[config.mk]
export PLATFORM = sky130hd
export DESIGN_NAME = clock_set_ctrl
export DESIGN_NICKNAME = d
export VERILOG_FILES = /design/src/rtl/clock_set_ctrl.sv
export SDC_FILE = /design/constraint.sdc
export NUM_CORES = 1
export LEC_CHECK = 0
export BUFFER_PORTS_ARGS = -buffer_cell sky130_fd_sc_hd__buf_4
export CELL_PAD_IN_SITES_DETAIL_PLACEMENT = 1
export CELL_PAD_IN_SITES_GLOBAL_PLACEMENT = 1
export CORE_ASPECT_RATIO = 0.9
export CORE_MARGIN = 4
export CORE_UTILIZATION = 51
export CTS_CLUSTER_DIAMETER = 40
export DETAILED_ROUTE_END_ITERATION = 8
export PLACE_DENSITY = 0.92
export SYNTH_ARGS = -nofsm -noshare
export SYNTH_HDL_FRONTEND = slang
export SYNTH_SLANG_ARGS = --single-unit
[constraint.sdc]
create_clock -name CLOCK_50 -period 3.68 [get_ports CLOCK_50]
set_input_delay 0.184 -clock CLOCK_50 [delete_from_list [all_inputs] [get_ports CLOCK_50]]
set_output_delay 0.184 -clock CLOCK_50 [all_outputs]
set_load 0.005 [all_outputs]
[src/rtl/clock_set_ctrl.sv]
// Time-setting controller: debounced mode/inc/dec keys drive a RUN/SET_HOUR/SET_MIN/COMMIT
// FSM that freezes the seconds tick while editing and issues a single load of the edited time.
module clock_set_ctrl #(
   parameter int DEBOUNCE_CYC      = 1000000,
   parameter int REPEAT_DELAY_CYC  = 25000000,
   parameter int REPEAT_PERIOD_CYC = 10000000,
   parameter int BLINK_CYC         = 12500000,
   parameter int TIMEOUT_CYC       = 500000000
) (
   input  logic       CLOCK_50,
   input  logic       reset_n,
   input  logic       key_mode_n,
   input  logic       key_inc_n,
   input  logic       key_dec_n,
   input  logic [4:0] cur_hour,
   input  logic [5:0] cur_min,
   output logic       run_en,
   output logic       load,
   output logic [4:0] load_hour,
   output logic [5:0] load_min,
   output logic [5:0] load_sec,
   output logic [1:0] set_mode,
   output logic       blink
);
   localparam int DW   = $clog2(DEBOUNCE_CYC + 1);
   localparam int RMAX = (REPEAT_DELAY_CYC > REPEAT_PERIOD_CYC) ? REPEAT_DELAY_CYC : REPEAT_PERIOD_CYC;
   localparam int RW   = $clog2(RMAX + 1);
   localparam int BW   = $clog2(BLINK_CYC + 1);
   localparam int TW   = $clog2(TIMEOUT_CYC + 1);

   typedef enum logic [1:0] {ST_RUN, ST_SET_HOUR, ST_SET_MIN, ST_COMMIT} state_t;

   logic [2:0] key_n;
   logic [2:0] key_pulse;   // [0] mode, [1] inc, [2] dec
   assign key_n = {key_dec_n, key_inc_n, key_mode_n};

   genvar gi;
   generate
      for (gi = 0; gi < 3; gi++) begin : g_key
         localparam bit HAS_REPEAT = (gi != 0);
         logic          sync1_reg, sync2_reg, level_reg, repeating_reg, pulse_reg;
         logic [DW-1:0] deb_cnt_reg;
         logic [RW-1:0] rep_cnt_reg;
         logic          pressed_sync, flip, rep_hit;

         assign pressed_sync = ~sync2_reg;
         assign flip    = (pressed_sync != level_reg) && (deb_cnt_reg == DW'(DEBOUNCE_CYC - 1));
         assign rep_hit = rep_cnt_reg == (repeating_reg ? RW'(REPEAT_PERIOD_CYC - 1)
                                                        : RW'(REPEAT_DELAY_CYC - 1));

         always_ff @(posedge CLOCK_50) begin
            if (!reset_n) begin
               sync1_reg     <= 1'b1;
               sync2_reg     <= 1'b1;
               level_reg     <= 1'b0;
               deb_cnt_reg   <= '0;
               rep_cnt_reg   <= '0;
               repeating_reg <= 1'b0;
               pulse_reg     <= 1'b0;
            end else begin
               sync1_reg <= key_n[gi];
               sync2_reg <= sync1_reg;
               pulse_reg <= 1'b0;
               if (pressed_sync == level_reg || flip)
                  deb_cnt_reg <= '0;
               else
                  deb_cnt_reg <= deb_cnt_reg + 1'b1;
               if (flip)
                  level_reg <= pressed_sync;
               // No repeat pulse on the edge where the debounced release lands
               if (flip && pressed_sync) begin
                  pulse_reg     <= 1'b1;
                  rep_cnt_reg   <= '0;
                  repeating_reg <= 1'b0;
               end else if (HAS_REPEAT && level_reg && !flip) begin
                  if (rep_hit) begin
                     pulse_reg     <= 1'b1;
                     rep_cnt_reg   <= '0;
                     repeating_reg <= 1'b1;
                  end else begin
                     rep_cnt_reg <= rep_cnt_reg + 1'b1;
                  end
               end else begin
                  rep_cnt_reg   <= '0;
                  repeating_reg <= 1'b0;
               end
            end
         end

         assign key_pulse[gi] = pulse_reg;
      end
   endgenerate

   logic mode_p, inc_p, dec_p, any_p;
   assign mode_p = key_pulse[0];
   assign inc_p  = key_pulse[1] & ~key_pulse[2];
   assign dec_p  = key_pulse[2] & ~key_pulse[1];
   assign any_p  = |key_pulse;

   state_t        state_reg;
   logic [4:0]    edit_hour_reg;
   logic [5:0]    edit_min_reg;
   logic          run_en_reg, load_reg, blink_reg;
   logic [1:0]    set_mode_reg;
   logic [BW-1:0] blink_cnt_reg;
   logic [TW-1:0] idle_cnt_reg;

   always_ff @(posedge CLOCK_50) begin
      if (!reset_n) begin
         state_reg     <= ST_RUN;
         edit_hour_reg <= '0;
         edit_min_reg  <= '0;
         run_en_reg    <= 1'b1;
         load_reg      <= 1'b0;
         set_mode_reg  <= 2'd0;
         blink_reg     <= 1'b0;
         blink_cnt_reg <= '0;
         idle_cnt_reg  <= '0;
      end else begin
         load_reg <= 1'b0;
         case (state_reg)
            ST_RUN: begin
               run_en_reg   <= 1'b1;
               set_mode_reg <= 2'd0;
               blink_reg    <= 1'b0;
               if (mode_p) begin
                  edit_hour_reg <= cur_hour;
                  edit_min_reg  <= cur_min;
                  state_reg     <= ST_SET_HOUR;
                  run_en_reg    <= 1'b0;
                  set_mode_reg  <= 2'd1;
                  blink_reg     <= 1'b1;
                  blink_cnt_reg <= '0;
                  idle_cnt_reg  <= '0;
               end
            end
            ST_SET_HOUR, ST_SET_MIN: begin
               if (blink_cnt_reg == BW'(BLINK_CYC - 1)) begin
                  blink_reg     <= ~blink_reg;
                  blink_cnt_reg <= '0;
               end else begin
                  blink_cnt_reg <= blink_cnt_reg + 1'b1;
               end
               idle_cnt_reg <= any_p ? '0 : idle_cnt_reg + 1'b1;
               // Mode beats a simultaneous edit; a cancelled inc+dec still counts as activity
               if (mode_p) begin
                  blink_cnt_reg <= '0;
                  if (state_reg == ST_SET_HOUR) begin
                     state_reg    <= ST_SET_MIN;
                     set_mode_reg <= 2'd2;
                     blink_reg    <= 1'b1;
                  end else begin
                     state_reg    <= ST_COMMIT;
                     set_mode_reg <= 2'd0;
                     load_reg     <= 1'b1;
                     blink_reg    <= 1'b0;
                  end
               end else if (inc_p || dec_p) begin
                  blink_reg     <= 1'b1;
                  blink_cnt_reg <= '0;
                  if (state_reg == ST_SET_HOUR) begin
                     if (inc_p)
                        edit_hour_reg <= (edit_hour_reg == 5'd23) ? 5'd0 : edit_hour_reg + 5'd1;
                     else
                        edit_hour_reg <= (edit_hour_reg == 5'd0) ? 5'd23 : edit_hour_reg - 5'd1;
                  end else begin
                     if (inc_p)
                        edit_min_reg <= (edit_min_reg == 6'd59) ? 6'd0 : edit_min_reg + 6'd1;
                     else
                        edit_min_reg <= (edit_min_reg == 6'd0) ? 6'd59 : edit_min_reg - 6'd1;
                  end
               end else if (!any_p && idle_cnt_reg == TW'(TIMEOUT_CYC - 1)) begin
                  state_reg    <= ST_RUN;
                  run_en_reg   <= 1'b1;
                  set_mode_reg <= 2'd0;
                  blink_reg    <= 1'b0;
               end
            end
            default: begin
               state_reg  <= ST_RUN;
               run_en_reg <= 1'b1;
            end
         endcase
      end
   end

   assign run_en    = run_en_reg;
   assign load      = load_reg;
   assign load_hour = edit_hour_reg;
   assign load_min  = edit_min_reg;
   assign load_sec  = 6'd0;
   assign set_mode  = set_mode_reg;
   assign blink     = blink_reg;
endmodule

======== Yosys cells after proc, flatten, opt, wreduce, memory -nomap -nowiden ========
Index checks and enable logic that the tools add are counted.
W data, S select, Z words.
storage, ports and cells
  memories ................................ 0
  register bits ........................... 195
  output and inout port bits .............. 22
  bits in writable memories ............... 0
  memory bits (read-only) ................. 0
  input bits .............................. 16
  bits in latches ......................... 0
operators by class
  multiplexer cells ....................... 56
  add/subtract/negate cells ............... 11
  eq/ne operators ......................... 27
  $lt $le $gt $ge ......................... 0
  divide/modulo/power cells ............... 0
  multiply operators ...................... 0
  reductions and logical operators ........ 37
  bitwise gates (word level) .............. 11
  shifts and indexed selects .............. 0
operators by type and width
  cell                     count
  $mux W24                 4
  $add A20 B1 Y20 const B  3
  $eq A20 B20 Y1 const B   3
  $mux W29                 2
  $pmux W29 S2             1
  $add A25 B1 Y25 const B  2
  $eq A25 B25 Y1           2
  $mux W25                 2
  $pmux W24 S2             1
  $mux W6                  7
  $mux W5                  7
  $add A29 B1 Y29 const B  1
  $eq A29 B29 Y1 const B   1
  $add A24 B1 Y24 const B  1
  $eq A24 B24 Y1 const B   1
  $mux W1                  20
  $ne A2 B2 Y1 const B     7
  $mux W2                  6
  $pmux W6 S2              1
  $reduce_and A3 Y1        4
  $pmux W5 S2              1
  $reduce_and A5 Y1        2
  $logic_and A1 B1 Y1      9
  $not A1 Y1               9
  other kinds (25)         45

======== Logic depth before layout (Yosys ltp) ========
  depth after elaboration ................. 7
  depth in mapped cells ................... 9

======== Worst setup path after synthesis ========
OpenSTA, ideal clock, no wires.
  path type ............................... register to register
  start ................................... register state_reg[0]
  end ..................................... register idle_cnt_reg[12]
  data required time ...................... 3.608 ns
  stages on the path, launching flop included .. 9
  slack ................................... 1.510 ns
  buffers on the path ..................... 1
  data arrival time ....................... 2.098 ns
  library setup time ...................... 0.072 ns
  path through ............................ dfxtp_1 > inv_1 > ha_1 > buf_4 > nor2b_1 > nor4_4 > nand2_1 > or4b_1 > a21oi_1
on the way
  word-level cells in the longest chain between the ends .. 4
  elaborated cells between the ends (all ways) .. 8
  classes of those cells .................. eq/ne: 3; mux: 1; reduce/logical: 4
RTL lines
  what                                          RTL line  RTL
  from (decl)                                   100       state_t state_reg;
  from (signal assigned)                        110       state_reg <= ST_RUN;
  from (signal assigned)                        129       state_reg <= ST_SET_HOUR;
  from (signal assigned)                        149       state_reg <= ST_SET_MIN;
  $eq A2 B1 Y1 or $eq A2 B2 Y1 (tied branches)  121       case (state_reg)
  $reduce_or A2 Y1                              121
  $reduce_bool A2 Y1 (no source line)           -
  $reduce_and A2 Y1 (no source line)            -
  to (signal assigned)                          144       idle_cnt_reg <= any_p ? '0 : idle_cnt_reg + 1'b1;
  to (decl)                                     106       logic [TW-1:0] idle_cnt_reg;
Several ways; a longest one is shown, not always the timed one.
A chain may end at the register's enable or synchronous reset.

======== Final worst setup path ========
  start ................................... register state_reg[0]
  end ..................................... register edit_hour_reg[1] (netlist: load_hour[1])
on the way
  word-level cells in the longest chain between the ends .. 4
  elaborated cells between the ends (all ways) .. 11
  classes of those cells .................. eq/ne: 6; mux: 1; reduce/logical: 4
RTL lines
  what                                                                 RTL line  RTL
  $eq A2 B1 Y1 or $eq A2 B2 Y1 (tied branches)                         121, 161
  $reduce_or A2 Y1                                                     121
  $ne A2 B2 Y1 (no source line) or $reduce_bool A2 Y1 (tied branches)  -
  $reduce_and A5 Y1 (no source line)                                   -
  to (signal assigned)                                                 127       edit_hour_reg <= cur_hour;
  to (signal assigned)                                                 163       edit_hour_reg <= (edit_hour_reg == 5'd23) ? 5'd0 : edit_hour_reg + 5'd1;
  to (signal assigned)                                                 165       edit_hour_reg <= (edit_hour_reg == 5'd0) ? 5'd23 : edit_hour_reg - 5'd1;
  to (decl)                                                            101       logic [4:0] edit_hour_reg;
Several ways; a longest one is shown, not always the timed one.

==> results.cfg <==
[route]
viasPerCell = 5.99
drtAntennaViolNets = 0
avgRoutedWirePerCell_um = 18.5
drt_pre_antenna_iters = 4
wl_um = 26200
drc = 0
first_iter_violations = 514
vias = 8457

[cts]
cts.sinks = 195
clk_path_buf_depth = 2
clk_latency_ns = 0.45
cts_tree = done
cts-root-buf = clkbuf_16
clkTransAtPathRegs_ns = 0.07
hold_buffers = 3
cts_setup_buffers = 0
cts_resized = 0
htreeDepth = 4
cts_buffers = 17

[floorplan]
die_area_um2 = 21000
coreArea_um2 = 18400
initial_core_util_pct = 52.0
io_pins = 38
num_rows = 47
die_x_um = 152
die_h_um = 138

[timing]
rsz0062_at_grt = false
hold_violations = 0
setup_violations = 0
fin_worst_skew_ns = 0.00776
relSlewSlack_pct = 24.3
tightest_slew_ns = 1.13
finalSetupTns_ns = 0
fin_crit_sh_pct = 83.8
layout_min_cycle_time_ns = 3.09
maxSlewViolCount = 0
fmax_ghz = 0.324
whs_ns = 0.0151

[job]
maxCapViolCount = 0

[setup_path]
startpoint_type = flip-flop
critPathRequiredTime_ns = 4.00
rrSetupSlack_ns = 0.59
critPathBufInv = 1
cpPeakStageDelay_ns = 0.74
crit_slowest_cell = ha_1
crit_family = compound AO/OA/AOI/OAI gates
path_class = reg2reg
crit_fanout = 19
crit_path_end_kind = flip-flop
arrival_ns = 3.40
path_cells = inv_1 > ha_1 > or4b_1 > mux2i_1 > a21boi_2 > nor2_1 > a311oi_1

[pwr]
powerDensity_nw_per_um2 = 393
p_leak_nw = 3.31
peakVddDrop_v = 0.000305

[final_layout]
largest_register_ffs = 60
syn_to_final_growth_pct = 10.7
drive_gt1_share_pct = 7.88
final_cells = 1412
antenna_cells = 0
nets = 1187

[logic_synthesis]
synthFlopType = dfxtp_1
synth-edff-count = 0
syn_area_um2 = 9580
ys_warn_count = 0
synth.yosys.seq_area_share_pct = 40.8
syn_avg_cell_area_um2 = 8.44
async_flop_share_pct = 0
synth_seq_cells = 195
synth_cell_types = 73
synth_cells = 1135

[placed_design]
place.gp.congestion = 0.860
port_buffers = 31
dp.cells = 1377
hpwl_um = 16800

[status]
status = complete, no violations

[global_route]
grt_pass1_wl_um = 44600
grt_usage_pct = 25.2
grt_max_degree = 26
grt-ovfl-total = 0
grt_pass1_vias = 8690
antenna_found_initial = 0

[hold_path]
hp-class = in2reg
[placed cells by master (no fill, tap or decap), types with 4 or more instances in the layout]
master     count
nand4b_1       5
and4_1        14
buf_4         35
nor4b_1        8
o31ai_1        7
a31oi_1       10
nand4_1       42
or4b_2         4
a311oi_1       5
or4b_1         4
xnor2_1       71
and2_1        13
nor4_1        15
or4_1         12
a21oi_1       33
inv_1         37
ha_1          17
dfxtp_1      195
o211ai_1       4
mux2i_1        6
a211oi_1       4
nand4bb_1      4
nor2b_1       10
nor2_1       189
xor2_1        63
nand3_1       63
nor3_1        34
nand2b_1       9
or3_1         13
conb_1         6
nor4bb_1       4
and3_1        16
clkinv_4       4
nand2_1       90
clkbuf_16     17
o21ai_0       33
[power by group]
group	internal [mW]	total, mW	switching [mW]	leakage (nW)
combinational	0.0195	0.0539	0.0343	1.43
clock	1.13	2.00	0.868	0.304
sequential	2.11	2.12	0.00289	1.57
total	3.26	4.17	0.906	3.31
[worst min-delay path: stages]
cell and delay [ns]:
buf_4 0.11, nand2_1 0.05, a31oi_1 0.07
[metal layers]
metal / share of wire [%] / up-vias / global-route usage [%] / wire length [um]
met3: 4.3 / 56 / 4.28 / 1120
met2: 49 / 213 / 43.0 / 12900
met1: 43 / 4169 / 31.7 / 11300
li1: - / 4019 / - / -
met5: 0 / - / 0 / 0
met4: 3.0 / 0 / 10.5 / 789
[final timing paths]
kind / cells after the start / startpoint / endpoint
hold reg to reg: 1 / g_key[2].sync1_reg$_SDFF_PN1_ / g_key[2].sync2_reg$_SDFF_PN1_
setup / recovery: 7 / state_reg[0]$_SDFFE_PN0P_ / load_hour[1]$_SDFFE_PN0P_
setup reg to reg: 7 / state_reg[0]$_SDFFE_PN0P_ / load_hour[1]$_SDFFE_PN0P_
hold / removal: 3 / cur_min[3] / load_min[3]$_SDFFE_PN0P_
[final cells by class]
cell class / instances / area [um2]
fill: 2175 / 7800
multi-input combinational: 864 / 5340
sequential: 195 / 3900
clock buffer: 21 / 470
tap: 245 / 307
timing repair buffer: 38 / 293
clock inverter: 11 / 151
inverter: 38 / 143
[cells in the mapped netlist, drive strengths merged, types with 13 or more instances]
library cell,instances,area [um2]
or3,13,81.3
nand2,90,338
nor4,20,174
and2,13,81.3
a21oi,33,165
o21ai,36,184
inv,37,139
nor2,189,709
ha,17,213
buf,16,114
nand4,42,263
xor2,63,552
nand3,63,315
nor3,36,190
or4,13,101
clkbuf,27,101
xnor2,71,622
and4,14,123
dfxtp,195,3900
and3,16,100
[per-stage QoR]
step | instance area, um2 | worst slack, ns | utilization (%) | power [mW]
2_1_floorplan | 9600 | 1.51 | - | 2.19
3_3_place_gp | 9950 | 1.06 | 54.1 | 2.21
3_5_place_dp | 9950 | 0.928 | 54.1 | 2.21
4_1_cts | 10600 | 0.671 | 57.6 | 4.19
5_1_grt | 10600 | 0.432 | 57.6 | 4.29
6_report | 10600 | 0.595 | 57.6 | 4.17
[cell families after synthesis]
logic type                 Yosys count  share of synthesized area [%]
and+or+nand+nor                    570                           31.1
DFF                                195                           40.8
xor gates and xnor gates           134                           12.3
AOI/OAI and AO/OA                  130                           9.11
buffers and inverters               81                           3.74
adders and majority gates           17                           2.22
muxes                                7                          0.745
other                                1                         0.0392
Power figures use the tool's default switching activity.
